## src/rtl/regfile_xfer_seq.sv

```systemverilog
// Bulk register transfer sequencer for CHIP-8 Fx55 (store V0..Vx) and Fx65 (load V0..Vx).
// Owns the register-file port and a memory request port for the duration of an op.
module regfile_xfer_seq #(
  parameter int AW = 12,
  parameter int DW = 8,
  parameter int IW = 16
) (
  input  logic          clk,
  input  logic          rst,
  input  logic          start,
  input  logic          op,
  input  logic [3:0]    last_reg,
  input  logic [IW-1:0] i_base,
  input  logic          incr_i,
  output logic [3:0]    reg_addr,
  input  logic [DW-1:0] reg_rdata,
  output logic          reg_we,
  output logic [DW-1:0] reg_wdata,
  output logic          mem_req,
  output logic          mem_we,
  output logic [AW-1:0] mem_addr,
  output logic [DW-1:0] mem_wdata,
  input  logic          mem_ack,
  input  logic [DW-1:0] mem_rdata,
  output logic          i_we,
  output logic [IW-1:0] i_wdata,
  output logic          busy,
  output logic          done
);

  localparam logic [1:0] IDLE  = 2'd0;
  localparam logic [1:0] XFER  = 2'd1;
  localparam logic [1:0] WRITE = 2'd2;
  localparam logic [1:0] FIN   = 2'd3;

  logic [1:0]    state_q, state_d;
  logic [3:0]    idx_q, idx_d;
  logic          op_q, op_d;
  logic [3:0]    x_q, x_d;
  logic [IW-1:0] base_q, base_d;
  logic          incr_q, incr_d;
  logic [DW-1:0] hold_q, hold_d;
  logic [IW-1:0] addr_sum;

  // Address is formed at full I width, then truncated so it wraps mod 2^AW.
  assign addr_sum = base_q + IW'(idx_q);

  always_comb begin
    state_d   = state_q;
    idx_d     = idx_q;
    op_d      = op_q;
    x_d       = x_q;
    base_d    = base_q;
    incr_d    = incr_q;
    hold_d    = hold_q;
    reg_addr  = '0;
    reg_we    = 1'b0;
    reg_wdata = '0;
    mem_req   = 1'b0;
    mem_we    = 1'b0;
    mem_addr  = '0;
    mem_wdata = '0;
    i_we      = 1'b0;
    i_wdata   = '0;
    busy      = 1'b0;
    done      = 1'b0;
    case (state_q)
      IDLE: begin
        if (start) begin
          op_d    = op;
          x_d     = last_reg;
          base_d  = i_base;
          incr_d  = incr_i;
          idx_d   = '0;
          state_d = XFER;
        end
      end
      XFER: begin
        busy      = 1'b1;
        mem_req   = 1'b1;
        mem_we    = ~op_q;
        mem_addr  = addr_sum[AW-1:0];
        reg_addr  = idx_q;
        mem_wdata = reg_rdata;
        if (mem_ack) begin
          if (op_q) begin
            hold_d  = mem_rdata;
            state_d = WRITE;
          end else if (idx_q == x_q) begin
            state_d = FIN;
          end else begin
            idx_d = idx_q + 4'd1;
          end
        end
      end
      WRITE: begin
        busy      = 1'b1;
        reg_we    = 1'b1;
        reg_addr  = idx_q;
        reg_wdata = hold_q;
        if (idx_q == x_q) begin
          state_d = FIN;
        end else begin
          idx_d   = idx_q + 4'd1;
          state_d = XFER;
        end
      end
      FIN: begin
        busy    = 1'b1;
        done    = 1'b1;
        i_we    = incr_q;
        i_wdata = base_q + IW'(x_q) + IW'(1);
        state_d = IDLE;
      end
      default: state_d = IDLE;
    endcase
  end

  always_ff @(posedge clk or negedge rst) begin
    if (!rst) begin
      state_q <= IDLE;
      idx_q   <= '0;
      op_q    <= 1'b0;
      x_q     <= '0;
      base_q  <= '0;
      incr_q  <= 1'b0;
      hold_q  <= '0;
    end else begin
      state_q <= state_d;
      idx_q   <= idx_d;
      op_q    <= op_d;
      x_q     <= x_d;
      base_q  <= base_d;
      incr_q  <= incr_d;
      hold_q  <= hold_d;
    end
  end

endmodule
```

## config.mk

```make
export PLATFORM = sky130hd
export DESIGN_NAME = regfile_xfer_seq
export DESIGN_NICKNAME = d
export VERILOG_FILES = /design/src/rtl/regfile_xfer_seq.sv
export SDC_FILE = /design/constraint.sdc
export NUM_CORES = 1
export LEC_CHECK = 0
export CORE_ASPECT_RATIO = 1.25
export CORE_UTILIZATION = 41
export DETAILED_ROUTE_END_ITERATION = 8
export PLACE_DENSITY = 0.89
export RECOVER_POWER = 50
export SLEW_MARGIN = 10
export SYNTH_ARGS = -nofsm -noshare
export SYNTH_HDL_FRONTEND = slang
export SYNTH_SLANG_ARGS = --single-unit
```

## constraint.sdc

```tcl
create_clock -name clk -period 2.33 [get_ports clk]
set_clock_uncertainty 0.15 [all_clocks]
set_input_delay 0.5825 -clock clk [delete_from_list [all_inputs] [get_ports clk]]
set_output_delay 0.5825 -clock clk [all_outputs]
set_load 0.02 [all_outputs]
```

==> metrics.json <==
{
  "status": "finished, violations left",
  "failed_checks": "negative setup slack",
  "p_int_mw": 4.213,
  "fin_hold_ws_ns": 0.3537,
  "commonest_non_fill_non_tap_cell_in_the_layout": "buf_4",
  "synth_top_area_cell": "dfrtp_1",
  "syn_avg_cell_area_um2": 9.634,
  "worstReg2RegEnd": "idx_q[3]$_DFFE_PN0P_",
  "design.die.area_um2": 6669,
  "layout.nets": 496,
  "synth_cell_types": 42,
  "ys_warn_count": 0,
  "cp_num_buf_inv": 1,
  "core_area_um2": 6166,
  "globalRoute.totalOverflow": 0,
  "maxSlewViolCount": 0,
  "antenna_cells": 0,
  "place.detailed.instances": 500,
  "worst_ir_drop_vdd_mv": 0.8351,
  "report.power.total_mw": 7.827,
  "whs_path_depth": 1,
  "syn-instance-count": 270,
  "netSwitchingPower_mw": 3.614,
  "postSynthNetCount": 329,
  "post_synthesis_async_set_or_reset_flop_share": 1.000,
  "worst_slack_ns": -0.6853,
  "area.growth.synth_to_final_pct": 82.92,
  "worst_hold_path_type": "flip-flop to flip-flop",
  "detail_route.first_pass.iterations": 4,
  "totalWireLength_um": 9649,
  "boundaryPins": 96,
  "utilization": 0.7717,
  "power.switching_fraction": 0.4618,
  "post_cts_hold_buffer_count": 0,
  "critical-path-max-stage-delay_ns": 0.45,
  "synth_top_area_share": 0.3463,
  "final_layout_size_suffix_gt1_frac": 0.5571,
  "critical_path_required_ns": 1.60,
  "timing_worst_slew_pin_value_ns": 1.223,
  "rrSetupSlack_ns": 0.02,
  "clockRootBuffer": "clkbuf_8",
  "min_from": "hold_q[2]$_DFFE_PN0P_",
  "hold_path_sink": "hold_q[2]$_DFFE_PN0P_",
  "clock_power_share": 0.060,
  "reg2reg_from": "state_q[1]$_DFFE_PN0P_",
  "wl_per_cell_um": 18.45,
  "critical_path.slowest_cell": "dfrtp_2",
  "die_w_um": 73.25,
  "max_clock_freq_ghz": 0.3316,
  "antenna_violations_before_repair": 0,
  "comb_power_share": 0.775,
  "synth-seq-cells": 36,
  "worstSetupStartpointType": "flip-flop",
  "final_period_minus_worst_setup_slack_ns": 3.015,
  "max-clock-path-buffers": 2,
  "synth-main-ff-cell": "dfrtp_1",
  "combined_global_route_utilization_of_all_metal_layers": 0.2695,
  "highest_count_cells_in_the_layout_ignoring_fill_and_taps": "buf_4, clkdlybuf4s50_1, mux2_2, dfrtp_1, buf_6",
  "die_h_um": 91.06,
  "postRouteAntennaNets": 0,
  "leakage_nw": 2.039,
  "rsz0062_at_grt": "true",
  "mappedNetlistArea_um2": 2601,
  "initial_core_util": 0.4219,
  "grt_pass1_vias": 2959,
  "power.density_nw_per_um2": 1645,
  "pin_count_of_the_biggest_net_entering_global_routing": 24,
  "critical-path-top-delay-family": "adder cells",
  "vias": 2806,
  "totalNegativeSetupSlack_ns": -13.53,
  "finish.cell_count_without_fillers": 523,
  "remaining_drc_errors": 0,
  "synth-edff-count": 0,
  "synth_sequential_area_ratio": 0.3463,
  "clock_sinks": 36,
  "timing.critical_path.fanout_max": 3,
  "layout_worst_path_cycle_share": 1.294,
  "cts-htree-levels": 2,
  "yosys-top-cells-area": "dfrtp_1, mux2_2, ha_1, and2_1, a21oi_1",
  "max_cap_violations": 0,
  "slew-limit-headroom": 0.1849,
  "cts-buffers-inserted": 5,
  "cts_tree": "done",
  "clkSlewWorstSetupHoldPaths_ns": 0.08,
  "criticalPathCategory": "flip-flop to output pin",
  "worstRegToRegCells": 8,
  "worst_setup_path_end_kind": "output pin",
  "path_cells": "ha_4 -> fa_2 -> a211oi_4 -> or2_4 -> o21ai_4 -> a21boi_4 -> buf_6",
  "critical_path_arrival_ns": 2.28,
  "num_rows": 32,
  "hpwlAfterDp_um": 5875,
  "clk_latency_ns": 0.29,
  "drt_iter0_markers": 129,
  "setup_viol": 29,
  "grt_first_pass_wirelength_um": 13930,
  "vias_per_cell": 5.365,
  "finalWeightedCongestion": 0.8314,
  "final-hold-violation-count": 0,
  "number_of_input_and_output_port_buffers_inserted": 95,
  "sequentialPowerShare": 0.165
}
-- synth_stat cells (6+ instances only) --
cell      count
mux2_2       30
nor2_1        8
nand3_1      10
mux2i_1       7
ha_1         15
a21oi_1      16
o21ai_0      13
nand2_1      15
and2_1       27
and3_1        6
dfrtp_1      36
or3_1         7
xor2_1        7
inv_1        12
nand2b_1      9
-- metal layers --
| metal | track usage | up-vias | routed length, um |
|---|---|---|---|
| li1 | - | 1299 | - |
| met1 | 0.2975 | 1377 | 3587 |
| met2 | 0.4877 | 104 | 5390 |
| met3 | 0.03996 | 26 | 392 |
| met4 | 0.1324 | 0 | 278 |
| met5 | 0 | - | 0 |
-- state kept, by name, summed over array words and instances, names as in the netlist --
register  flops
state_q       2
base_q       16
x_q           4
incr_q        1
idx_q         4
hold_q        8
op_q          1
-- through the flow --
stage	area (um^2)	setup WS [ns]
after floorplan	2823	-0.1712
after global placement	4274	-0.6938
after detailed placement	4274	-0.7533
after CTS	4603	-0.5898
after global routing	4758	-0.7217
final	4758	-0.6853
-- kinds of logic (layout without fill, tap and decap cells) --
logic type	count (synthesis)	after routing	share of synthesized area
simple gates	95	95	0.2092
compound gates	55	55	0.1352
mux	37	37	0.1568
flops	36	36	0.3463
buf+inv	20	188	0.03127
fa+ha+maj	17	17	0.08754
xor+xnor	10	10	0.03367
-- worst max-delay path by stage --
stage               slack [ns]             startpoint           end  cells past startpoint
floorplan                -0.17     x_q[0]$_DFFE_PN0P_   i_wdata[12]                      8
global placement         -0.69  base_q[0]$_DFFE_PN0P_   i_wdata[14]                      9
detailed placement       -0.75  base_q[0]$_DFFE_PN0P_  mem_addr[10]                      7
CTS                      -0.59  base_q[0]$_DFFE_PN0P_   mem_addr[6]                      7
global route             -0.72  base_q[0]$_DFFE_PN0P_  mem_addr[10]                      7
finish                   -0.69  base_q[0]$_DFFE_PN0P_  mem_addr[10]                      7
-- power by group through the flow --
stage	sequential, mW	combinational [mW]	clock (mW)
finish	1.29	6.06	0.469
global route	1.33	6.44	0.490
CTS	1.24	5.40	0.468
detailed placement	1.19	4.89	0
global placement	1.16	4.74	0
floorplan	1.21	2.80	0
-- what timing repair did --
action / CTS / global route
buffers inserted: 7 / 9
pin swaps: 13 / 33
gates resized for setup: 250 / 57
setup endpoints to repair: 54 / 51
-- layout make-up --
cell class	count	area (um^2)
clock buffer	5	68.82
clock inverter	3	21.27
fill	392	1408
inverter	12	48.80
multi-input combinational	214	2160
sequential	36	908.4
tap	85	106.4
timing repair buffer	168	1445
(Power assumes the default switching activity.)
